$ cat config.mk
export PLATFORM = sky130hd
export DESIGN_NAME = led_scan_capture
export DESIGN_NICKNAME = d
export VERILOG_FILES = /design/src/rtl/led_scan_capture_pkg.sv /design/src/rtl/led_scan_capture_scan_settle_filter.sv /design/src/rtl/led_scan_capture.sv
export SDC_FILE = /design/constraint.sdc
export NUM_CORES = 1
export LEC_CHECK = 0
export ABC_AREA = 1
export ABC_CLOCK_PERIOD_IN_PS = 26000
export CORE_MARGIN = 1.5
export CORE_UTILIZATION = 55
export CTS_CLUSTER_DIAMETER = 60
export DETAILED_ROUTE_END_ITERATION = 10
export PLACE_DENSITY_LB_ADDON = 0.2
export SYNTH_ARGS = -nofsm -noshare
export SYNTH_HDL_FRONTEND = slang
export SYNTH_SLANG_ARGS = --single-unit
$ cat constraint.sdc
create_clock -name CLK -period 26 [get_ports CLK]
set_input_delay 5.2 -clock CLK [delete_from_list [all_inputs] [get_ports CLK]]
set_output_delay 5.2 -clock CLK [all_outputs]
set_load 0.02 [all_outputs]
$ cat src/rtl/led_scan_capture_pkg.sv
// Shared definitions for the 8x8 RGB scan receiver: matrix geometry, scan word layout, FSM states.
package led_scan_capture_pkg;

    localparam int unsigned MATRIX_ROWS = 8;
    localparam int unsigned MATRIX_COLS = 8;
    localparam int unsigned COMM_EN_BIT = 3;
    localparam int unsigned ROW_W       = $clog2(MATRIX_ROWS);

    typedef enum logic {
        HUNT,
        FILL
    } scan_state_t;

    typedef struct packed {
        logic [MATRIX_COLS-1:0] r;
        logic [MATRIX_COLS-1:0] g;
        logic [MATRIX_COLS-1:0] b;
    } rgb_row_t;

    typedef struct packed {
        logic [3:0] comm;
        rgb_row_t   data;
    } scan_word_t;

    // Scan lines drive LEDs active-low; everything stored internally is active-high.
    function automatic rgb_row_t to_active_high(input rgb_row_t d);
        return rgb_row_t'(~d);
    endfunction

endpackage

$ cat src/rtl/led_scan_capture_scan_settle_filter.sv
// Synchronizes the raw scan word and emits one accept strobe per enabled word that stays stable.
module scan_settle_filter
    import led_scan_capture_pkg::*;
#(
    parameter int unsigned SETTLE_CYCLES = 16
) (
    input  logic       clk,
    input  logic       rst,
    input  scan_word_t raw,
    output scan_word_t word,
    output logic       accept
);

    localparam int unsigned CW = $clog2(SETTLE_CYCLES) + 1;

    scan_word_t    sync1;
    scan_word_t    sync2;
    logic [CW-1:0] cnt;
    logic          changed;

    assign changed = (sync2 != word);

    // The strobe fires only on the transition into the settled count, so a held word accepts once.
    always_ff @(posedge clk or posedge rst) begin
        if (rst) begin
            sync1  <= '0;
            sync2  <= '0;
            word   <= '0;
            cnt    <= '0;
            accept <= 1'b0;
        end else begin
            sync1  <= raw;
            sync2  <= sync1;
            word   <= sync2;
            accept <= 1'b0;
            if (changed) begin
                cnt <= '0;
            end else if (cnt != CW'(SETTLE_CYCLES - 1)) begin
                cnt    <= cnt + CW'(1);
                accept <= (cnt == CW'(SETTLE_CYCLES - 2)) && word.comm[COMM_EN_BIT];
            end
        end
    end

endmodule

$ cat src/rtl/led_scan_capture.sv
// Rebuilds complete 8x8 RGB frames from the row scan stream into a double-buffered store.
module led_scan_capture
    import led_scan_capture_pkg::*;
#(
    parameter int unsigned SETTLE_CYCLES  = 16,
    parameter int unsigned TIMEOUT_CYCLES = 200000
) (
    input  logic       CLK,
    input  logic       RST,
    input  logic [3:0] COMM,
    input  logic [7:0] DATA_R,
    input  logic [7:0] DATA_G,
    input  logic [7:0] DATA_B,
    input  logic [2:0] rd_row,
    output logic [7:0] rd_r,
    output logic [7:0] rd_g,
    output logic [7:0] rd_b,
    output logic       frame_valid,
    output logic [7:0] frame_count,
    output logic       seq_err,
    output logic       scan_lost
);

    localparam int unsigned TW = $clog2(TIMEOUT_CYCLES + 1);

    scan_word_t       raw;
    scan_word_t       word;
    logic             accept;
    logic [ROW_W-1:0] row;
    rgb_row_t         row_data;

    scan_state_t      state;
    scan_state_t      state_d;
    logic [ROW_W-1:0] exp_row;
    logic [ROW_W-1:0] exp_d;
    logic             store;
    logic             swap;
    logic             err;

    logic [TW-1:0]    tcnt;
    logic             timeout_hit;

    rgb_row_t         shadow [MATRIX_ROWS];
    rgb_row_t         disp   [MATRIX_ROWS];
    rgb_row_t         disp_d [MATRIX_ROWS];

    assign raw = {COMM, DATA_R, DATA_G, DATA_B};

    scan_settle_filter #(
        .SETTLE_CYCLES(SETTLE_CYCLES)
    ) u_settle (
        .clk   (CLK),
        .rst   (RST),
        .raw   (raw),
        .word  (word),
        .accept(accept)
    );

    assign row         = word.comm[ROW_W-1:0];
    assign row_data    = to_active_high(word.data);
    assign timeout_hit = !accept && (tcnt == TW'(TIMEOUT_CYCLES - 1));

    always_comb begin
        state_d = state;
        exp_d   = exp_row;
        store   = 1'b0;
        swap    = 1'b0;
        err     = 1'b0;
        if (accept) begin
            unique case (state)
                HUNT: begin
                    if (row == '0) begin
                        store   = 1'b1;
                        exp_d   = ROW_W'(1);
                        state_d = FILL;
                    end
                end
                FILL: begin
                    if (row == exp_row) begin
                        store = 1'b1;
                        exp_d = exp_row + ROW_W'(1);
                        if (row == ROW_W'(MATRIX_ROWS - 1)) begin
                            swap    = 1'b1;
                            state_d = HUNT;
                        end
                    end else begin
                        err = 1'b1;
                        if (row == '0) begin
                            store = 1'b1;
                            exp_d = ROW_W'(1);
                        end else begin
                            state_d = HUNT;
                        end
                    end
                end
                default: state_d = HUNT;
            endcase
        end else if (timeout_hit) begin
            state_d = HUNT;
        end
    end

    // The last row bypasses the shadow on swap so the read port sees the whole frame in the same cycle.
    always_comb begin
        for (int unsigned i = 0; i < MATRIX_ROWS; i++) begin
            disp_d[i] = disp[i];
            if (swap) begin
                disp_d[i] = (ROW_W'(i) == row) ? row_data : shadow[i];
            end
        end
    end

    always_ff @(posedge CLK or posedge RST) begin
        if (RST) begin
            state       <= HUNT;
            exp_row     <= '0;
            tcnt        <= '0;
            scan_lost   <= 1'b0;
            frame_valid <= 1'b0;
            seq_err     <= 1'b0;
            frame_count <= '0;
            rd_r        <= '0;
            rd_g        <= '0;
            rd_b        <= '0;
            for (int unsigned i = 0; i < MATRIX_ROWS; i++) begin
                shadow[i] <= '0;
                disp[i]   <= '0;
            end
        end else begin
            state       <= state_d;
            exp_row     <= exp_d;
            frame_valid <= swap;
            seq_err     <= err;
            if (swap) begin
                frame_count <= frame_count + 8'd1;
            end
            if (store) begin
                shadow[row] <= row_data;
            end
            for (int unsigned i = 0; i < MATRIX_ROWS; i++) begin
                disp[i] <= disp_d[i];
            end
            {rd_r, rd_g, rd_b} <= disp_d[rd_row];
            if (accept) begin
                tcnt      <= '0;
                scan_lost <= 1'b0;
            end else if (tcnt != TW'(TIMEOUT_CYCLES)) begin
                tcnt <= tcnt + TW'(1);
                if (timeout_hit) begin
                    scan_lost <= 1'b1;
                end
            end
        end
    end

endmodule

# Word-level counts from Yosys, hierarchy flattened
# Cells that the tools add are included.
dict set report op_classes {
  n_mul 0
  n_eq_ne 14
  addsub 4
  n_div 0
  n_shift 0
  order_cmp 3
  n_reduce_logical 9
  n_bitwise 4
  muxes 50
}
# op n
set ops {}
lappend ops {{24-bit two-way mux} 19}
lappend ops {{192-bit bitwise mux} 1}
lappend ops {{24-bit binary-select mux with 3-bit select} 1}
lappend ops {{24-bit demux with 3-bit select} 1}
lappend ops {{18-bit two-way mux} 2}
lappend ops {{28-bit != test} 1}
lappend ops {{24-bit NOT} 1}
lappend ops {{1-bit two-way mux} 19}
lappend ops {{18-bit by 1-bit adder with 18-bit output, second input constant} 1}
lappend ops {{18-bit equality test, second input constant} 1}
lappend ops {{18-bit != test, second input constant} 1}
lappend ops {{3-bit equality test, first input constant} 4}
lappend ops {{5-bit two-way mux} 2}
lappend ops {{8-bit by 1-bit adder with 8-bit output, second input constant} 1}
lappend ops {{4-bit greater-or-equal comparator, second input constant} 2}
lappend ops {{3-bit NOT with 4-bit output} 2}
lappend ops {{2-bit by 3-bit equality test with 1-bit output, first input constant} 2}
lappend ops {{3-bit two-way mux} 2}
lappend ops {{3-bit case mux with 2 select lines} 1}
lappend ops {{2-bit nonzero test} 3}
lappend ops {{5-bit by 1-bit adder with 5-bit output, second input constant} 1}
lappend ops {{5-bit by 4-bit equality test with 1-bit output, second input constant} 1}
lappend ops {{5-bit by 4-bit != test with 1-bit output, second input constant} 1}
lappend ops {{4-bit by 1-bit less-than comparator with 1-bit output, second input constant} 1}
lappend ops {{10 further kinds} 13}
dict set report word_totals {
  memories 0
  rom_bits 0
  latchBits 0
  in_bits 33
  wordCells 156
  ram_bits 0
  ff_bits 531
  out_inout_bits 35
}

# Longest topological paths before layout
dict set report depth {
  depth_word 9
  mapped_depth 15
  mapped_depth_nobuf 12
}

# Modules after synthesis
# Synthesis repeated with hierarchy kept, for this count alone.
dict set report unflattened {
  hier_cells 2755
  area_unflattened_um2 22621.7
}
# module cells_each seq_area_each_um2 area_per_inst_um2 instances
set by_module_without_submodules {}
lappend by_module_without_submodules {led_scan_capture 2481 10435.0 19542.5 1}
lappend by_module_without_submodules {scan_settle_filter 274 2252.2 3079.2 1}

# Worst setup path after synthesis
# OpenSTA, ideal clock, no wires.
dict set report synth_path {
  path_type {input port to flip-flop}
  start {input port rd_row[0]}
  end {register rd_g[6]}
  setup_time_ns 0.117
  path_slack_ns 19.575
  t_required_ns 25.883
  n_path_buf 3
  arrival_time_ns 6.308
  cell_stages 9
  cell_sequence {clkbuf_1 > clkinv_1 > clkbuf_1 > buf_1 > nand3_1 > nand3_1 > nand2_1 > nand2_1 > nand2_1}
}
dict set report synth_via {
  elab_chain_cells 4
}
# item line
set synth_lines {}
lappend synth_lines {{start: declaration} led_scan_capture.sv:14} ;# input logic [2:0] rd_row,
lappend synth_lines {{3-bit NOT with 4-bit output (not written as such)} led_scan_capture.sv:143} ;# {rd_r, rd_g, rd_b} <= disp_d[rd_row];
lappend synth_lines {{24-bit binary-select mux with 3-bit select} led_scan_capture.sv:143}
lappend synth_lines {{24-bit two-way mux (not written as such) (2 in a row)} led_scan_capture.sv:143}
lappend synth_lines {{end signal: assignment} led_scan_capture.sv:143}
lappend synth_lines {{end: declaration} led_scan_capture.sv:16} ;# output logic [7:0] rd_g,
# Every way passes these cells. The select of a mux whose other input is x is not followed.
# A chain may end at the register's enable or synchronous reset.

==> metrics.txt <==
CTS tree built; Seq/Total Area, Yosys 54.8%; clk slew on worst S/H paths 0.06 ns; Area Overhead vs Synth 10.9%; Mapped Nets 2873; Post-synth ARST share 100%; core footprint 41200 µm²; Port Buffers 67; num rows 74; DRT antenna net count 0; crit end category asynchronous set/reset pin; die area 43400 µm²; Worst VDD drop 0.0517 mV; max_cap viols 0; synthesized area per cell 8.18 µm²; 1st-iter DRT viols 2417; WL/cell 20.2 µm; Overflow after GRT 0; GRT Util Overall 31.6%; Final Util 62.3%; Skew-Pair Late Insertion Delay 0.62 ns; clock root buffer master clkbuf_16; Worst Hold Class flip-flop to flip-flop; status finished clean; Reg power frac 47.5%; Synth area leader dfrtp_1; Final Cell Area 25700 µm²; R2R Path End shadow[29]; Cells after Synth 2833; combinational power share 6.2%; Syn. warnings 0; highest clock rate 0.123 GHz; die width 208 µm; Num CTS Buffers 54; reg2reg path depth 7; Cell variety after synth 38; Crit path required time 26.68 ns; Final Max Tran Viols 0; number of global-route vias before repair 19.1k; H-tree levels 2; kind of critical path input pin to asynchronous set/reset pin; TritonRoute pass-1 iters 8; Setup Skew 0.0224 ns; Post-Syn Area 23200 µm²; setup TNS 0 ns; Placer Congestion 0.835; vias per cell 6.02; post-CTS sizing 0; worst slew pin tran 1.39 ns; final net count 2798; endpoints failing setup 0; worst endpoint data arrival time 8.82 ns; Yosys reg bits 507; critical register-to-register path startpoint u_settle.word[26]; initial antenna violation count 2; clk buf depth 3; DRT Wirelength 67.4 mm; largest net degree at the start of global routing 154; internal power 1.29 mW; RSZ-0062 raised after global routing no; hold buffers post-CTS 0; Synth Flop Type dfrtp_1; DRC Markers 0; critical path fanouts, max 153; number of synthesized flops with an enable pin 0; n_diodes 0; ranking of synthesized cells by area dfrtp_1, nand2_1, nand3_1, nand4_1, o21ai_0; Area after DPL 23900 µm²; initial core utilization 56.2%; Hold Vio Cnt, Final 0; via count 20.1k; Final HPWL DP 36.4 mm; pwr/cell area 66.5 nW/µm²; Clock power frac 46.3%; Post-CTS Setup Inserts 0; ratio of cells with drive above 1 in the final layout 5.56%; chip height 208 µm; Sw Share 24.3%; hold depth 0; WHS Endpoint u_settle.sync2[23]; io pins 68; Leakage 13.4 nW; switching pwr 0.415 mW; flop2flop setup slack 21.59 ns; Synth top area share 54.8%; first-pass GRT wire length 107 mm; start point of the worst hold path u_settle.sync1[23]; Final Critical Period 8.15 ns; Num Clock Sinks 507; Tcrit/Tclk final 31.3%; CP Launch Type input pin; Slew HR 7.40%
-- worst max-delay path, stage by stage --
cell	delay [ns]
clkdlybuf4s50_1	0.49
inv_8	0.69
buf_12	0.57
buf_4	0.95
buf_4	0.67
-- metrics by stage --
stage | hold WS [ns] | instances | setup WS (ns) | power, mW
final | 0.338 | 3336 | 17.85 | 1.71
after global routing | 0.341 | 3336 | 17.31 | 1.76
after CTS | 0.342 | 3336 | 17.65 | 1.72
after detailed placement | 0.335 | 3234 | 17.03 | 0.931
after global placement | 0.332 | 3234 | 17.09 | 0.929
after floorplan | 0.331 | 2833 | 6.64 | 0.886
-- logic make-up (layout without fill, tap and decap cells) --
group | count (synthesis) | count (layout) | synth area share (%)
adder cells (fa/ha/maj) | 7 | 7 | 0.378
AND/OR/NAND/NOR | 1766 | 1766 | 33.3
buffers and inverters | 294 | 265 | 5.18
flip-flops | 507 | 507 | 54.8
XOR/XNOR | 34 | 34 | 1.29
AO/OA/AOI/OAI | 225 | 225 | 5.06
-- power by group through the flow --
stage / registers (mW) / logic, mW / clock network [mW]
after floorplan: 0.821 / 0.0649 / 0
after global placement: 0.825 / 0.104 / 0
after detailed placement: 0.826 / 0.105 / 0
after CTS: 0.811 / 0.105 / 0.800
after global routing: 0.812 / 0.115 / 0.836
final: 0.812 / 0.106 / 0.790
-- sequential cells by signal (all words and copies together) (netlist names) --
register and flops:
seq_err 1, scan_lost 1, u_settle.sync2 28, disp 192, tcnt 18, u_settle.word 28, u_settle.sync1 28, frame_valid 1
frame_count 8, exp_row 3, u_settle.cnt 5, rd_b 8, shadow 168, u_settle.accept 1, state 1, rd_r 8
rd_g 8
-- Yosys cell counts, drive strengths merged, types with 3 or more instances --
cell type	n
o21ai	201
ha	7
dfrtp	507
a21oi	13
nor4	4
nor3	10
clkbuf	158
clkinv	7
nand3	400
xnor2	14
inv	57
buf	72
xor2	20
nand4	210
or2	3
nand2	1093
nor2	43
-- how the worst max path moves through the flow --
stage / start / slack [ns] / end
after floorplan: RST / 6.64 / disp[0]
after global placement: RST / 17.09 / disp[151]
after detailed placement: RST / 17.03 / disp[151]
after CTS: RST / 17.65 / disp[151]
after global routing: RST / 17.31 / disp[151]
final: RST / 17.85 / disp[151]
-- metal layers --
layer	up-vias	GRT usage, %	routed length [µm]
li1	9267	-	-
met1	9549	44.1	27900
met2	1079	49.0	30000
met3	201	5.86	6960
met4	0	13.2	2560
met5	-	0	0
-- cell usage in the layout (no fill, tap or decap), types with 13 or more instances in the layout --
master | Yosys | layout
a21oi_1 | 13 | 13
nand3_1 | 399 | 393
dfrtp_1 | 507 | 506
o21ai_0 | 124 | 124
xnor2_1 | 14 | 14
clkbuf_1 | 157 | 13
clkinv_2 | 0 | 13
nand2_1 | 1093 | 1091
o21ai_1 | 73 | 73
nor2_1 | 39 | 36
nand4_1 | 210 | 210
inv_1 | 53 | 51
buf_4 | 6 | 32
clkdlybuf4s50_1 | 0 | 64
xor2_1 | 20 | 20
clkbuf_16 | 0 | 54
-- area by class of cell --
class / instances / area (µm²)
clock buffers: 75 / 1510
clock inverters: 27 / 319
fillers: 3553 / 15500
inverters: 64 / 250
multi-input cells: 2032 / 9340
flip-flops and latches: 507 / 12700
well taps: 532 / 666
repair buffers: 99 / 911
Note: power is estimated with default switching activity, not from simulation.
